## src/rtl/seven_seg_scanner.sv

```systemverilog
// Multiplexed 7-segment scanner: scan_clk is sampled as data, one digit per rising edge.
// Optional macro SEG_LEADING_ZERO_BLANK_EN blanks leading-zero digits (digit 0 never blanked).
module seven_seg_scanner #(
   parameter int NUM_DIGITS = 4,
   localparam int IW = (NUM_DIGITS > 1) ? $clog2(NUM_DIGITS) : 1
) (
   input  logic                    clk_in,
   input  logic                    rst_n,
   input  logic                    scan_clk,
   input  logic [4*NUM_DIGITS-1:0] bcd_in,
   input  logic                    bcd_valid,
   output logic [IW-1:0]           dig_idx,
   output logic [NUM_DIGITS-1:0]   an_n,
   output logic [6:0]              seg_n,
   output logic                    frame_done
);

   localparam logic [IW-1:0] LAST = IW'(NUM_DIGITS - 1);

   logic                    s1, s2, s3;
   logic                    step, wrap, pending;
   logic [4*NUM_DIGITS-1:0] display, shadow, disp_next;
   logic [IW-1:0]           idx_next;
   logic [3:0]              nib;
   logic [6:0]              seg_next;

   function automatic logic [6:0] decode(input logic [3:0] n);
      case (n)
         4'd0:    decode = 7'b1000000;
         4'd1:    decode = 7'b1111001;
         4'd2:    decode = 7'b0100100;
         4'd3:    decode = 7'b0110000;
         4'd4:    decode = 7'b0011001;
         4'd5:    decode = 7'b0010010;
         4'd6:    decode = 7'b0000010;
         4'd7:    decode = 7'b1111000;
         4'd8:    decode = 7'b0000000;
         4'd9:    decode = 7'b0010000;
         default: decode = 7'b0111111;
      endcase
   endfunction

`ifdef SEG_LEADING_ZERO_BLANK_EN
   // True when digit i and every more-significant digit are zero (never for digit 0).
   function automatic logic lead_zero(input logic [4*NUM_DIGITS-1:0] v, input logic [IW-1:0] i);
      lead_zero = (i != '0);
      for (int j = 0; j < NUM_DIGITS; j++)
         if (j >= int'(i) && v[4*j +: 4] != 4'd0) lead_zero = 1'b0;
   endfunction
`endif

   assign step      = s2 & ~s3;
   assign wrap      = (dig_idx == LAST);
   assign idx_next  = wrap ? '0 : dig_idx + 1'b1;
   // Shadow lands at the wrap itself, so the new digit 0 already shows the new value.
   assign disp_next = (wrap && pending) ? shadow : display;
   assign nib       = disp_next[4*idx_next +: 4];

   always_comb begin
      seg_next = decode(nib);
`ifdef SEG_LEADING_ZERO_BLANK_EN
      if (lead_zero(disp_next, idx_next)) seg_next = 7'h7F;
`endif
   end

   always_ff @(posedge clk_in) begin
      if (!rst_n) begin
         s1         <= 1'b0;
         s2         <= 1'b0;
         s3         <= 1'b0;
         dig_idx    <= LAST;
         an_n       <= '1;
         seg_n      <= 7'h7F;
         frame_done <= 1'b0;
         display    <= '0;
         shadow     <= '0;
         pending    <= 1'b0;
      end else begin
         s1         <= scan_clk;
         s2         <= s1;
         s3         <= s2;
         frame_done <= step && wrap;
         if (step) begin
            dig_idx <= idx_next;
            an_n    <= ~({{(NUM_DIGITS-1){1'b0}}, 1'b1} << idx_next);
            seg_n   <= seg_next;
            display <= disp_next;
         end
         // A strobe coincident with a wrap keeps the flag set for the following wrap.
         if (bcd_valid) begin
            shadow  <= bcd_in;
            pending <= 1'b1;
         end else if (step && wrap) begin
            pending <= 1'b0;
         end
      end
   end

endmodule

```

## config.mk

```make
export PLATFORM = sky130hd
export DESIGN_NAME = seven_seg_scanner
export DESIGN_NICKNAME = d
export VERILOG_FILES = /design/src/rtl/seven_seg_scanner.sv
export SDC_FILE = /design/constraint.sdc
export NUM_CORES = 1
export LEC_CHECK = 0
export ABC_AREA = 1
export ABC_CLOCK_PERIOD_IN_PS = 2450
export CORE_UTILIZATION = 30
export CTS_CLUSTER_DIAMETER = 100
export CTS_CLUSTER_SIZE = 25
export DETAILED_ROUTE_END_ITERATION = 10
export GPL_TIMING_DRIVEN = 0
export PLACE_DENSITY = 0.47
export SKIP_CTS_REPAIR_TIMING = 1
export SLEW_MARGIN = 10
export SYNTH_ARGS = -nofsm -noshare
export SYNTH_HDL_FRONTEND = slang
export SYNTH_SLANG_ARGS = --single-unit
```

## constraint.sdc

```tcl
create_clock -name clk_in -period 2.45 [get_ports clk_in]
set_input_delay 0.245 -clock clk_in [delete_from_list [all_inputs] [get_ports clk_in]]
set_output_delay 0.245 -clock clk_in [all_outputs]
set_load 0.005 [all_outputs]
```

; Yosys cells after proc, flatten, opt, wreduce, memory -nomap -nowiden
; Memory sizes are Yosys's and may differ from the RTL's. A register that Yosys moved wholly into a read port is not among the register bits.
; Index checks and enable logic that the tools add are counted.
[totals]
ff_bits = 43
mem_bits_ro = 112
inputBits = 20
out_inout_bits = 14
elab_cells = 25
mem_count = 1
[classes]
n_addsub = 1
n_eq_ne = 1
shift = 2
muxes = 4
n_bitwise = 3
reduce_logical = 4
[memory_table]
columns = memory, words, word_bits, rd, rd_clocked_by_memory_dff, wr, line
row1 = (no name shown), 16, 7, 1, 1, 0, 28  ; case (n)
[op_table]
columns = operator, n
row1 = $mux W16, 1
row2 = $shiftx A16 B5 Y4, 1
row3 = $not A4 Y4, 1
row4 = $shl A1 B2 Y4 const A, 1
row5 = $add A2 B1 Y2 const B, 1
row6 = $eq A2 B2 Y1 const B, 1
row7 = $logic_and A1 B1 Y1, 2
row8 = $mux W1, 2
row9 = $mux W2, 1
row10 = $reduce_bool A2 Y1, 1
row11 = $and A1 B1 Y1, 1
row12 = $logic_not A1 Y1, 1
row13 = $not A1 Y1, 1

; Depth between registers and ports, before layout
[depth]
depth_word = 5
ltp_mapped = 16
mapped_depth_nobuf = 15

; Worst setup path after synthesis
; No wires, ideal clock.
[synth_timing]
path_kind = reg-to-reg
start = reg dig_idx[0]
end = reg seg_n[3]
setup_time_ns = 0.115
arrival_time_ns = 2.068
path_slack_ns = 0.267
path_stages_with_launch = 17
synth_period_minus_slack_ns = 2.183
path_cell_list = dfxtp_1 > ha_1 > nand2_2 > buf_4 > buf_6 > nand2_1 > o21ai_1 > nand2_1 > nand3_1 > nand2_1 > inv_1 > ha_1 > nand3_1 > nand3_1 > nand2_1 > nand2_1 > nand2_1
[synth_via]
elab_chain_len = 4
word_cells_on_any_way = 6
cone_classes = add/sub (1) / eq/ne (1) / shift (1) / mux (2) / reduce/logical (1)
[synth_lines]
columns = item, line
row1 = start: declaration, 12  ; output logic [IW-1:0] dig_idx,
row2 = start signal: assignment, 84  ; dig_idx <= idx_next;
row3 = branches (longest 3 deep; another with $add A2 B1 Y2), n/a
row4 = $shiftx A16 B5 Y4 (*), 57  ; assign nib = disp_next[4*idx_next +: 4];
row5 = end: declaration, 14  ; output logic [6:0] seg_n,
; Every way passes the cells marked *.
; A chain may end at the register's enable or synchronous reset.

; Final worst setup path
; Same ends and word-level chain as after synthesis.

==> flow_summary.yaml <==
die:
  initial_core_util_pct: 31.6
  num_io_pins: 34
  die_height_um: 90.1
  fp.dieW_um: 90.1
  placeableCoreArea_sq_mm: 0.00737
  die_area_sq_mm: 0.00813
  placement_row_count: 31
sta:
  finalSetupViolCount: 0
  summed_negative_setup_slack_over_all_endpoints_ns: 0
  min_period_over_period_pct: 91.6
  worstMarginPinSlew_ns: 0.533
  timing_max_transition_violations_final: 0
  maxSlewHeadroom_pct: 64.5
  period_needed_ns: 2.24
  rsz_0062_raised_after_global_routing: "false"
  clock-skew-final_ns: 0.00532
  timing.final.hold_violations: 0
  max_clock_freq_mhz: 446
critical_path:
  r2r-end: "seg_n[3]"
  reg2reg_slack_ns: 0.21
  cp_cell_sequence: "ha_4 -> nand2_2 -> buf_4 -> buf_6 -> nand2_1 -> o21ai_1 -> nand2_1 -> nand3_1 -> nand2_2 -> inv_1 -> ha_1 -> nand3_1 -> nand3_1 -> nand2_1 -> nand2_1 -> nand2_1"
  worst-path-max-fanout: 10
  r2r.worst_path.cells: 16
  crit_path_frequent_cell: "nand2_1"
  crit_slowest_cell: "dfxtp_4"
  crit_required_ns: 2.65
  end_kind: "flip-flop"
  start_kind: "flip-flop"
  cpPeakStageDelay_ns: 0.40
  worstReg2RegStart: "dig_idx[0]"
  arrival_ns: 2.45
  timing_worst_setup_path_type: "flip-flop to flip-flop"
yosys:
  synth_flop_cell: "dfxtp_1"
  synthArstFlopShare_pct: 0
  postSynthCellCount: 322
  synth_seq_area_share_pct: 42.9
  synthesis.area_per_instance_sq_um: 7.24
  ys_ff_latch: 50
  synth_top_cell_area_share_pct: 42.9
  synthesized_cell_area_sq_mm: 0.00233
  synthTopCellsByArea: "dfxtp_1 (43%), nand2_1 (11%), o21ai_0 (7.3%)"
  yosysTopAreaCell: "dfxtp_1"
  postSynthNetCount: 353
  netlist-cell-type-count: 22
  synthesis.yosys.warnings: 0
  synth_edf_count: 0
  yosysMostFrequentCell: "nand2_1"
  synth.cells.most_frequent: "nand2_1 (68), dfxtp_1 (50), o21ai_0 (34)"
clock_network:
  number_of_cts_inserted_buffers: 5
  worst_setup_hold_path_clk_slew_ns: 0.09
  htree_levels: 2
  cts.path.max_buffers: 2
  cts_tree: "done"
  sink_count_of_the_clock_tree: 50
  insertion_delay_ns: 0.30
  clockRootBuffer: "clkbuf_8"
global_routing:
  vias_in_the_first_global_route: 2116
  grt_antenna_before_repair: 0
  track_usage_pct: 16.0
  grt_overflow: 0
  grt_start_max_net_pins: 15
  grt_pass1_wl_mm: 10.3
placement:
  buffer_ports.inserted: 33
  placedInstanceArea_sq_mm: 0.00279
  hpwl_mm: 4.39
  finalWeightedCongestion: 0.841
final_layout:
  final_util_pct: 39.5
  layout.cell_area.non_filler_sq_mm: 0.00291
  finish.net_count: 393
  layout-drive-gt1-share_pct: 5.79
  area_delta_synth_final_pct: 25.0
  antenna_cells_inserted: 0
  filler_cell_count: 807
hold_path:
  timing.hold.worst.start: "s1"
  timing.hold.worst_path_depth: 2
  hold_path_end: "s2"
  hold_class: "flip-flop to flip-flop"
pwr:
  p_leak_uw: 0.00126
  power_per_cell_area_mw_per_mm2: 615
  power.ir.vdd_worst_mv: 0.280
detailed_routing:
  wl_mm: 5.92
  drtIter0Drc: 82
  drc: 0
  via_total_after_detailed_routing: 2146
  final_antenna_net_count: 0
  avg_wl_per_cell_um: 12.8
  dr_vias_cell: 4.65
  first_pass_iters: 4
status:
  outcome: "finished clean"
job:
  max_cap_violations: 0
## power breakdown
group          leakage (uW)  internal (uW)  switching [uW]  total (uW)
combinational      0.000797            139             196         335
clock             0.0000524            306             270         576
sequential         0.000412            858            23.1         881
## cells by family (layout without fill, tap and decap cells)
kind of cell | after synthesis | in the layout | share of synthesized area [%]
compound gates | 81 | 81 | 18.3
simple gates | 132 | 132 | 24.5
fa+ha+maj | 11 | 11 | 5.90
flops | 50 | 50 | 42.9
buf+inv | 48 | 89 | 8.32
## flip-flops by register name, summed over array words and instances (netlist names), 2 cells and up
register,count
an_n,4
display,16
seg_n,7
dig_idx,2
shadow,16
## worst max-delay path: cells and delay by family (launching register included)
| kind | cells | cell delay [ns] |
|---|---|---|
| AND/OR/NAND/NOR | 10 | 0.75 |
| flip-flops | 1 | 0.40 |
| buffers and inverters | 3 | 0.43 |
| AO/OA/AOI/OAI | 1 | 0.07 |
| adder cells (fa/ha/maj) | 2 | 0.49 |
## how the worst max path moves through the flow
stage,slack (ns),start,to,depth (start not counted)
2_1_floorplan,0.27,dig_idx[0],seg_n[3],16
3_3_place_gp,-0.08,dig_idx[0],seg_n[3],16
3_5_place_dp,-0.1,dig_idx[0],seg_n[3],16
4_1_cts,-0.14,dig_idx[0],seg_n[3],16
5_1_grt,0.002,dig_idx[0],seg_n[3],16
6_report,0.21,dig_idx[0],seg_n[3],16
## cell usage in the layout, fill, tap and decap left out, drive strengths merged
cell type / instances
inv: 31
clkinv: 2
nand2: 72
nand3: 35
o21ai: 39
clkdlybuf4s50: 33
clkbuf: 18
ha: 11
a21oi: 30
nor3: 1
a31oi: 7
bufinv: 1
dfxtp: 50
nand3b: 3
a211oi: 4
buf: 4
o211ai: 1
nor2: 21
## per-layer routing
metal | global-route usage [%] | vias up | share of wire, %
met4 | 4.84 | 0 | 1.2
met5 | 0 | - | 0
met1 | 20.6 | 964 | 49
met2 | 27.0 | 33 | 46
met3 | 2.96 | 8 | 2.8
li1 | - | 1141 | -
## final cells by class
cell class / count / area (sq um) / share of cell area, %
Buffer: 15 / 70.1 / 2.40
Tap cell: 99 / 124 / 4.25
Inverter: 33 / 124 / 4.25
Multi-Input combinational cell: 224 / 1150 / 39.5
Sequential cell: 50 / 1010 / 34.6
Clock buffer: 7 / 76.3 / 2.62
Clock inverter: 1 / 30.0 / 1.03
Timing Repair Buffer: 33 / 330 / 11.3
## stage by stage
step	total power, uW	worst slack, ns	hold slack, ns	instances
floorplan	1110	0.267	0.343	322
global placement	1230	-0.0800	0.396	454
detailed placement	1230	-0.0962	0.398	454
CTS	1820	-0.137	0.421	462
global route	1910	0.00153	0.443	462
finish	1790	0.206	0.419	462
No activity file was read; power rests on OpenSTA's default activity.
